## src/rtl/shift_pkg.sv

```systemverilog
// shift_pkg: shared bit-order constants, state type and default word width
package shift_pkg;

    localparam int   DEF_WIDTH = 4;
    localparam logic ORD_MSB   = 1'b0;
    localparam logic ORD_LSB   = 1'b1;

    typedef enum logic {
        IDLE  = 1'b0,
        SHIFT = 1'b1
    } state_t;

endpackage

```

## src/rtl/piso_tx_framer.sv

```systemverilog
// piso_tx_framer: valid/ready word intake, one-word pending slot, serial output with per-word bit order
module piso_tx_framer
    import shift_pkg::*;
#(
    parameter int WIDTH = DEF_WIDTH
) (
    input  logic             clk,
    input  logic             rst_n,
    input  logic             in_valid,
    output logic             in_ready,
    input  logic [WIDTH-1:0] in_data,
    input  logic             in_lsb_first,
    input  logic             en,
    output logic             sout,
    output logic             sout_valid,
    output logic             sout_last,
    output logic             busy
);

    localparam int               CNT_W = $clog2(WIDTH);
    localparam logic [CNT_W-1:0] LAST  = CNT_W'(WIDTH - 1);

    state_t             r_state, w_nxt_state;
    logic [WIDTH-1:0]   r_shreg, w_nxt_shreg;
    logic               r_ord, w_nxt_ord;
    logic [CNT_W-1:0]   r_cnt, w_nxt_cnt;
    logic [WIDTH-1:0]   r_pend_data, w_nxt_pend_data;
    logic               r_pend_ord, w_nxt_pend_ord;
    logic               r_pend_full, w_nxt_pend_full;
    logic               w_nxt_sout, w_nxt_valid, w_nxt_last, w_nxt_busy;

    // in_ready is the registered inverse of pend_full, so accept never depends on inputs
    wire w_acc = in_valid && in_ready;
    wire w_adv = (r_state == SHIFT) && en;
    wire w_end = w_adv && (r_cnt == LAST);

    // State and output registers; outputs are computed from next-state so they are flop outputs
    always_ff @(posedge clk or negedge rst_n) begin
        if (!rst_n) begin
            r_state     <= IDLE;
            r_shreg     <= '0;
            r_ord       <= ORD_MSB;
            r_cnt       <= '0;
            r_pend_data <= '0;
            r_pend_ord  <= ORD_MSB;
            r_pend_full <= 1'b0;
            sout        <= 1'b0;
            sout_valid  <= 1'b0;
            sout_last   <= 1'b0;
            busy        <= 1'b0;
            in_ready    <= 1'b1;
        end else begin
            r_state     <= w_nxt_state;
            r_shreg     <= w_nxt_shreg;
            r_ord       <= w_nxt_ord;
            r_cnt       <= w_nxt_cnt;
            r_pend_data <= w_nxt_pend_data;
            r_pend_ord  <= w_nxt_pend_ord;
            r_pend_full <= w_nxt_pend_full;
            sout        <= w_nxt_sout;
            sout_valid  <= w_nxt_valid;
            sout_last   <= w_nxt_last;
            busy        <= w_nxt_busy;
            in_ready    <= !w_nxt_pend_full;
        end
    end

    // Next state: load from IDLE, reload at end of word (pending first), else shift and park new words
    always_comb begin
        w_nxt_state     = r_state;
        w_nxt_shreg     = r_shreg;
        w_nxt_ord       = r_ord;
        w_nxt_cnt       = r_cnt;
        w_nxt_pend_data = r_pend_data;
        w_nxt_pend_ord  = r_pend_ord;
        w_nxt_pend_full = r_pend_full;
        if (r_state == IDLE) begin
            if (w_acc) begin
                w_nxt_state = SHIFT;
                w_nxt_shreg = in_data;
                w_nxt_ord   = in_lsb_first;
                w_nxt_cnt   = '0;
            end
        end else if (w_end) begin
            w_nxt_cnt = '0;
            if (r_pend_full) begin
                w_nxt_shreg     = r_pend_data;
                w_nxt_ord       = r_pend_ord;
                w_nxt_pend_full = 1'b0;
            end else if (w_acc) begin
                w_nxt_shreg = in_data;
                w_nxt_ord   = in_lsb_first;
            end else begin
                w_nxt_state = IDLE;
            end
        end else begin
            if (w_adv) begin
                w_nxt_shreg = (r_ord == ORD_LSB) ? {1'b0, r_shreg[WIDTH-1:1]} : {r_shreg[WIDTH-2:0], 1'b0};
                w_nxt_cnt   = r_cnt + 1'b1;
            end
            if (w_acc) begin
                w_nxt_pend_data = in_data;
                w_nxt_pend_ord  = in_lsb_first;
                w_nxt_pend_full = 1'b1;
            end
        end
    end

    // Output decode of the next state; sout is forced low whenever no word bit is presented
    always_comb begin
        w_nxt_valid = (w_nxt_state == SHIFT);
        w_nxt_sout  = w_nxt_valid && ((w_nxt_ord == ORD_LSB) ? w_nxt_shreg[0] : w_nxt_shreg[WIDTH-1]);
        w_nxt_last  = w_nxt_valid && (w_nxt_cnt == LAST);
        w_nxt_busy  = w_nxt_valid || w_nxt_pend_full;
    end

endmodule

```

## config.mk

```make
export PLATFORM = sky130hd
export DESIGN_NAME = piso_tx_framer
export DESIGN_NICKNAME = d
export VERILOG_FILES = /design/src/rtl/shift_pkg.sv /design/src/rtl/piso_tx_framer.sv
export SDC_FILE = /design/constraint.sdc
export NUM_CORES = 1
export LEC_CHECK = 0
export BUFFER_PORTS_ARGS = -buffer_cell sky130_fd_sc_hd__buf_4
export CORE_MARGIN = 2
export CORE_UTILIZATION = 54
export DETAILED_ROUTE_END_ITERATION = 8
export GPL_TIMING_DRIVEN = 0
export HOLD_SLACK_MARGIN = 0.12
export PLACE_DENSITY = 0.76
export SETUP_SLACK_MARGIN = 0.5
export SYNTH_ARGS = -nofsm -noshare
export SYNTH_HDL_FRONTEND = slang
export SYNTH_SLANG_ARGS = --single-unit
```

## constraint.sdc

```tcl
create_clock -name clk -period 1.85 [get_ports clk]
set_input_delay 0.37 -clock clk [delete_from_list [all_inputs] [get_ports clk]]
set_output_delay 0.37 -clock clk [all_outputs]
set_load 0.01 [all_outputs]
```

==> metrics.txt, run 1 <==
WL/cell around 15 um; Arrival @ worst endpoint about 1600 ps; I/O pin cnt 14; gr ovfl total 0; required time of the critical path 2040 ps; Die ar. about 2200 um^2; Final Power 2.06 mW; Mapped Nets slightly below 100; Synth Instances around 90; unrepaired setup endpoints after global routing true; Cell Area, Synth ~980 um^2; Slew Viols, Final 0; Area growth syn-to-layout 28.7%; critical path endpoint category register; hold_ws 311 ps; Synth area leader dfrtp_1; antenna viol nets, final 0; pwr dens between 1500 and 2000 nW/um^2; count of cell types in the netlist 35; worst setup path class reg -> reg; min Tclk post-route 1430 ps; fmax 702 MHz; initial antenna violation count 0; commonest non-fill, non-tap cell in the layout dfrtp_1; largest net degree at the start of global routing 19; Seq/Total Area, Yosys between 40 and 50%; flops & latches, synth 18; router iterations before antenna repair 4; worst-margin pin slew 294 ps; Sink Count 18; Final Hold Viols 0; Lkg Pwr 0.612 nW; Row Count 15; CTS tree yes; H-tree levels 1; Die Y 46.7 um; # fillers 134; Core ar. 1730 um^2; Layout Nets 122; clk buf depth 2; Max FO, Critical Path 7; Min-Delay Path Class in -> reg; outcome complete, no violations; initial DRC count 13; total number of vias 774; maxcap violations 0; GRT Total Usage a little under a quarter; number of global-route vias before repair 726; IO Port Bufs 12; Rel. slew slack 80.4%; post-DR vias/cell between 5 and 6; leading cell types in the layout, fill and taps excluded dfrtp_1 (17), buf_4 (16), mux2i_1 (8); share of the synthesized area in the top cell type between 40% and 50%; WL final about 2000 um; Post-Syn Area per Cell roughly 11 um^2; clock latency at the later pin of the worst-skew pair 290 ps; GP Congestion approximately 0.77; DRC Markers 0; crit path launch type register; Setup TNS Final 0 ps; CTS clk-pin slew, worst paths 100 ps; CTS buffer count 3; yosys warns 0; Peak VDD IR 1050 uV; # diodes 0; Initial Util 56.9%; Worst Clk Skew 3.66 ps; synth top area cells dfrtp_1 (43%), mux2i_1 (8.2%), mux2_1 (5.7%); # setup viols final 0; Post-DP HPWL 1450 um; root buf cell clkbuf_4; fin crit share between 70% and 80%; Die W ~47 um; layout cells sized above 1 40.5%; global-route wire length before repair around 3300 um
[where the power goes]
| group | internal [mW] | switching [mW] | total, mW |
|---|---|---|---|
| combinational | 0.590 | 0.506 | 1.10 |
| clock | 0.120 | 0.118 | 0.238 |
| sequential | 0.589 | 0.136 | 0.725 |
[layout make-up]
class	count	area (um^2)	area share (%)
buffer	6	55.1	4.36
inverter	4	15.0	1.19
timing repair buffer	18	141	11.2
multi-input combinational	61	533	42.2
sequential	18	452	35.7
tap	25	31.3	2.48
clock buffer	4	36.3	2.87
[per-stage QoR]
stage	cells	setup slack [ps]	cell area [um^2]	util (%)
final	136	425	1260	73.2
after global placement	126	357	1140	66.0
after detailed placement	126	330	1140	66.0
after CTS	135	414	1220	70.7
after floorplan	89	453	1020	-
after global routing	136	358	1260	73.2
[cell families after synthesis]
group / synth area share (%)
buf+inv: 6.11
flops: 46.0
mux: 13.9
simple gates: 15.9
compound gates: 16.8
fa+ha+maj: 1.27
[sequential cells by signal, summed over array words and instances, names as in the netlist]
name         flops
r_pend_data      4
r_shreg          4
r_cnt            2
busy             1
in_ready         1
r_ord            1
r_pend_full      1
r_pend_ord       1
r_state          1
sout             1
sout_last        1
[path summary, 6_finish.rpt]
| path | cells past startpoint | from | slack, ps | endpoint |
|---|---|---|---|---|
| min in group asynchronous | 2 | rst_n | 470 | busy$_DFF_PN0_ |
| max | 5 | r_cnt[1]$_DFF_PN0_ | 420 | r_pend_ord$_DFFE_PN0P_ |
| max in group asynchronous | 2 | rst_n | 1120 | in_ready$_DFF_PN1_ |
| min reg2reg | 1 | r_pend_data[0]$_DFFE_PN0P_ | 520 | r_pend_data[0]$_DFFE_PN0P_ |
| min | 2 | in_data[2] | 310 | r_pend_data[2]$_DFFE_PN0P_ |
| max reg2reg | 5 | r_cnt[1]$_DFF_PN0_ | 420 | r_pend_ord$_DFFE_PN0P_ |
[critical path, cell delays in order (launching register included)]
cell and delay, ps:
dfrtp_1 390, ha_2 200, buf_6 140, nand2_4 70, nand4_4 170, mux2_4 340
[metal layers]
layer	up-vias	routed length, um	track usage (%)
met5	-	0	0
met4	0	12	7.22
met3	2	94	7.45
met2	18	1010	36.1
met1	382	908	28.6
li1	372	-	-
[cells in the mapped netlist (all sizes together)]
cell type,count
a221o,1
o2bb2ai,1
and3b,2
a32oi,1
nor3b,1
buf,6
a21boi,1
nor2,2
dfstp,1
nand2b,1
a21oi,5
o221ai,2
and2,2
mux2i,8
ha,1
o21ai,6
nand2,5
nand3,4
nand4b,2
o21bai,1
nand4,1
dfrtp,17
inv,4
and4b,1
nor2b,2
mux2,5
a31oi,2
o22ai,3
a22o,1
[repair_timing]
item / 4_1_cts / 5_1_grt
setup buffers: 4 / 1
endpoints found under the setup margin: 9 / 12
pin swaps: 1 / 6
hold buffers: 1 / 0
gates resized for setup: 1 / 8
endpoints found under the hold margin: 17 / 0
No activity file was read; power rests on OpenSTA's default activity.
==> run 2, diff against run 1 <==
clock period = 1.45 ns   (was 1.85 ns; I/O delays follow)
==> run 2 against run 1 <==
Compared with the run above:
- the flow now finishes with violations (setup timing)
- global-route usage grew 1.2 points
- sequential power grew 30%
- count of clock-buffer cells in the layout unchanged
- critical path depth did not move
- sequential cell count did not move
- highest routed layer unchanged
==> metrics.txt, run 2 (synthesis results as in run 1) <==
CTS buffer count 3; Slowest cell on crit path dfrtp_1; gr ovfl total 0; Min-Delay Path Class in -> reg; I/O pin cnt 14; crit path launch type register; router iterations before antenna repair 4; number of global-route vias before repair 761; worst setup path class reg -> reg; Row Count 15; WL/cell 16.9 um; Finished Core Util 77.0%; WL final 2290 um; Max FO, Critical Path 3; Core ar. 1730 um^2; post-DR vias/cell 6.02; # setup viols final 1; Die ar. between 2000 and 2500 um^2; # diodes 0; leading cell types in the layout, fill and taps excluded dfrtp_1 (17), buf_4 (11), buf_6 (10), mux2i_1 (8); CTS clk-pin slew, worst paths approximately 100 ps; layout cells sized above 1 45.9%; Die W 46.7 um; worst-margin pin slew roughly 330 ps; total number of vias 819; clock latency at the later pin of the worst-skew pair 310 ps; H-tree levels 1; Lkg Pwr 0.631 nW; CP delay by family, top compound AO/OA/AOI/OAI gates; violated checks setup timing; pwr dens 2140 nW/um^2; Area growth syn-to-layout 35.3%; Post-DP HPWL 1440 um; Rel. slew slack 77.8%; largest net degree at the start of global routing 19; min Tclk post-route 1480 ps; Die Y ~47 um; GRT Total Usage 23.7%; pre-CTS WS -65.4 ps; Arrival @ worst endpoint approximately 1700 ps; worst path cell trace ha_4 -> and3b_2 -> o21ai_2 -> a21boi_2 -> o2bb2ai_2; Worst Clk Skew 2.45 ps; antenna viol nets, final 0; Critical Path Max Stage Delay 430 ps; fmax 677 MHz; final std cell area, no fill 1330 um^2; outcome complete, but fails checks; clk buf depth 2; Buf/Inv on CP 0; Initial Util around 57%; initial DRC count 18; Sink Count 18; fin crit share 102%; IO Port Bufs 12; maxcap violations 0; GP Congestion 0.785; Final Hold Viols 0; initial antenna violation count 0; DRC Markers 0; Peak VDD IR roughly 1500 uV; root buf cell clkbuf_4; required time of the critical path about 1700 ps; Top Registers r_pend_data (4), r_shreg (4), r_cnt (2); Layout Nets 122; Setup TNS Final -27.2 ps; global-route wire length before repair around 3500 um; Worst Slack Setup Final -27.2 ps; worst reg2reg setup slack -30 ps; critical path endpoint category register; Slew Viols, Final 0; unrepaired setup endpoints after global routing true; DP Area 1150 um^2; commonest non-fill, non-tap cell in the layout dfrtp_1; CTS tree yes
## run 2: cell counts in the layout (fill, tap and decap cells not counted)
No cell type changed its count.
## run 2: metal layers
layer | global-route usage, % | part of all wire, %
met5 | 0 | 0
met2 | 37.2 | 50
met3 | 5.88 | 4.6
met1 | 30.0 | 44
met4 | 12.2 | 2.1
## run 2: worst reg2reg max path, cell delays in order (launching register included)
cell	delay, ps
dfrtp_1	430
ha_4	180
and3b_2	250
o21ai_2	210
a21boi_2	230
o2bb2ai_2	110
## run 2: final timing paths
kind	startpoint	to	cells after the start
min reg2reg	r_pend_ord$_DFFE_PN0P_	r_pend_ord$_DFFE_PN0P_	1
max	r_cnt[1]$_DFF_PN0_	sout$_DFF_PN0_	5
min in group asynchronous	rst_n	sout_last$_DFF_PN0_	2
max reg2reg	r_cnt[1]$_DFF_PN0_	sout$_DFF_PN0_	5
max in group asynchronous	rst_n	in_ready$_DFF_PN1_	2
min	in_lsb_first	r_pend_ord$_DFFE_PN0P_	2
## run 2: cell type report
type	instances	area (um^2)
buffer	6	55.1
clock buffer	4	36.3
fill	126	398
inverter	4	15.0
multi-input combinational	61	579
sequential	18	452
tap	25	31.3
timing repair buffer	18	160
## run 2: what timing repair did
action,CTS,global route
endpoints found under the setup margin,23,23
pin swaps,8,6
hold buffers,1,0
setup buffers,5,0
hold endpoints to repair,18,0
resized for setup,13,6
## run 2: power by group
| group | switching [mW] | internal (mW) | total [mW] |
|---|---|---|---|
| clock network | 0.168 | 0.154 | 0.321 |
| logic | 0.728 | 0.849 | 1.58 |
| registers | 0.192 | 0.752 | 0.944 |
| total | 1.09 | 1.76 | 2.84 |
## run 2: stage by stage
| step | instances | power, mW | hold WS [ps] |
|---|---|---|---|
| finish | 136 | 2.84 | 212 |
| global route | 136 | 3.02 | 197 |
| CTS | 136 | 2.71 | 208 |
| detailed placement | 126 | 2.18 | 169 |
| global placement | 126 | 2.13 | 170 |
| floorplan | 89 | 1.86 | -5.59 |
==> run 3, diff against run 2 <==
--- a/config.mk
+++ b/config.mk
@@ -8,4 +8,6 @@
 export BUFFER_PORTS_ARGS = -buffer_cell sky130_fd_sc_hd__buf_4
+export CELL_PAD_IN_SITES_DETAIL_PLACEMENT = 1
+export CELL_PAD_IN_SITES_GLOBAL_PLACEMENT = 1
 export CORE_MARGIN = 2
-export CORE_UTILIZATION = 54
+export CORE_UTILIZATION = 43
 export DETAILED_ROUTE_END_ITERATION = 8
@@ -13,3 +15,3 @@
 export HOLD_SLACK_MARGIN = 0.12
-export PLACE_DENSITY = 0.76
+export PLACE_DENSITY_LB_ADDON = 0.1
 export SETUP_SLACK_MARGIN = 0.5
--- a/constraint.sdc
+++ b/constraint.sdc
@@ -3,2 +3,2 @@
 set_output_delay 0.29 -clock clk [all_outputs]
-set_load 0.01 [all_outputs]
+set_load 0.05 [all_outputs]
==> run 3 against run 2 <==
Compared with the run above:
- the flow still finishes with violations (setup timing)
- via count shrank 2.4%
- sequential share of layout area down 1.3 points
- final cell count grew 3.7%
- critical endpoint unchanged
==> metrics.txt, run 3 (synthesis results as in run 1) <==
Int Power 1.86 mW; Layout Nets 124; H-tree levels 1; final std cell area, no fill 1390 um^2; I/O pin cnt 14; worst path cell trace ha_4 -> buf_8 -> and4b_1 -> o21ai_2 -> nand3_1 -> o2bb2ai_2; largest net degree at the start of global routing 19; r2r worst-path depth 6; Setup TNS Final -3.78 ps; Rel. slew slack between 70% and 80%; Post-DP HPWL 1640 um; unrepaired setup endpoints after global routing true; Slew Viols, Final 0; Sink Count 18; Die ar. 2680 um^2; critical hold path startpoint in_data[3]; crit path launch type register; min Tclk post-route 1450 ps; Min-Delay Path Class in -> reg; WL/cell 17.4 um; Max FO, Critical Path 7; switch share 41.3%; Worst R2R End sout$_DFF_PN0_; hold depth 2; router iterations before antenna repair 3; fin crit share 100%; DRC Markers 0; CTS buffer count 3; FF-to-FF Start r_cnt[0]$_DFF_PN0_; worst setup path class reg -> reg; IO Port Bufs 12; hold_ws between 200 and 250 ps; Sw Pwr 1.31 mW; Worst Clk Skew 9.47 ps; final cell count without fillers 141; worst-margin pin slew 329 ps; clock latency at the later pin of the worst-skew pair 300 ps; Worst Slack Setup Final -3.78 ps; outcome complete, but fails checks; Hold EP r_pend_data[3]$_DFFE_PN0P_; Final Hold Viols 0; Core ar. around 2200 um^2; critical path endpoint category register; met1 WL approximately 1100 um; layout cells sized above 1 50.4%; gr ovfl total 0; Initial Util between 40% and 50%; clock share of power 9.9%; Slowest cell on crit path dfrtp_2; Area growth syn-to-layout 41.3%; Critical Path Max Stage Delay 440 ps; Gate power share 59.5%; Peak VDD IR 1320 uV; DP Area 1180 um^2; Die W 51.8 um; WL met2 1290 um; antenna viol nets, final 0; # setup viols final 1; met3 WL 73 um; worst reg2reg setup slack -4 ps; global-route wire length before repair approximately 4100 um; clk buf depth 2; CTS clk-pin slew, worst paths 110 ps; # diodes 0; violated checks setup timing; sequential power share between 30% and 40%; post-placement cell count ~130; Die Y a little over 50 um; GP Congestion 0.828; GRT Total Usage between 20% and 30%; leading cell types in the layout, fill and taps excluded dfrtp_1 (15), buf_4 (13), buf_6 (8), mux2i_1 (8), mux2_4 (5); pwr dens 2290 nW/um^2; Top Registers r_pend_data (4), r_shreg (4), r_cnt (2); WL final 2450 um; top sig layer met4; commonest non-fill, non-tap cell in the layout dfrtp_1; Row Count 17; fmax ~690 MHz; required time of the critical path about 1700 ps; root buf cell clkbuf_4; initial DRC count 2; initial antenna violation count 0; CTS tree yes; number of global-route vias before repair between 800 and 900; post-DR vias/cell 5.67; Lkg Pwr 0.644 nW; total number of vias 799; Arrival @ worst endpoint 1680 ps; maxcap violations 0
## run 3: changes by cell type in the layout (fill, tap and decap cells not counted), moves of 2 or more
cell	change
dfrtp_1	-2
buf_8	+2
buf_6	-2
dfrtp_2	+2
a21oi_1	-2
buf_4	+2
## run 3: repair_timing
action                                 in CTS  in global routing
setup endpoints to repair                  23                 23
endpoints found under the hold margin      18                  0
hold buffers                                1                  0
buffers inserted                            5                  2
pin swaps                                   7                  6
resized for setup                          11                 12
## run 3: final cells by class
type | instances | area (um^2)
fill | 230 | 803
inverter | 4 | 15.0
buffer | 6 | 58.8
sequential | 18 | 454
timing repair buffer | 20 | 179
tap | 28 | 35.0
multi-input combinational | 61 | 609
clock buffer | 4 | 36.3
## run 3: worst max-delay path by stage
stage,cells past startpoint,slack [ps],startpoint,end
after global placement,6,-50,r_cnt[0]$_DFF_PN0_,sout$_DFF_PN0_
final,6,-4,r_cnt[0]$_DFF_PN0_,sout$_DFF_PN0_
after floorplan,3,-8,in_ready$_DFF_PN1_,r_pend_data[0]$_DFFE_PN0P_
after global routing,5,-50,r_cnt[0]$_DFF_PN0_,r_pend_data[1]$_DFFE_PN0P_
after detailed placement,6,-60,r_cnt[0]$_DFF_PN0_,sout$_DFF_PN0_
after CTS,5,10,r_cnt[0]$_DFF_PN0_,r_pend_data[1]$_DFFE_PN0P_
## run 3: power by group through the flow
stage / Combinational [mW] / Clock, mW / Sequential (mW)
2_1_floorplan: 0.964 / 0 / 1.11
3_3_place_gp: 1.42 / 0 / 0.960
3_5_place_dp: 1.46 / 0 / 0.976
6_report: 1.89 / 0.313 / 0.972
5_1_grt: 2.05 / 0.341 / 0.997
4_1_cts: 1.72 / 0.326 / 0.959
## run 3: stage by stage
stage / setup slack [ps] / utilization (%) / power [mW]
finish: -3.78 / 63.3 / 3.17
global route: -47.9 / 63.3 / 3.38
CTS: 9.55 / 60.0 / 3.00
detailed placement: -61.2 / 53.7 / 2.44
global placement: -53.2 / 53.7 / 2.38
floorplan: -8.01 / - / 2.07
## run 3: critical path, delay by kind of cell (launching register included)
kind | cells | cell delay [ps]
buf+inv | 1 | 130
compound gates | 2 | 330
fa+ha+maj | 1 | 180
flops | 1 | 440
simple gates | 2 | 300
## run 3: metal layers
metal	vias to the layer above	GRT usage, %
met5	-	0
met4	0	7.46
met3	2	6.61
met2	10	36.3
met1	412	26.5
li1	375	-
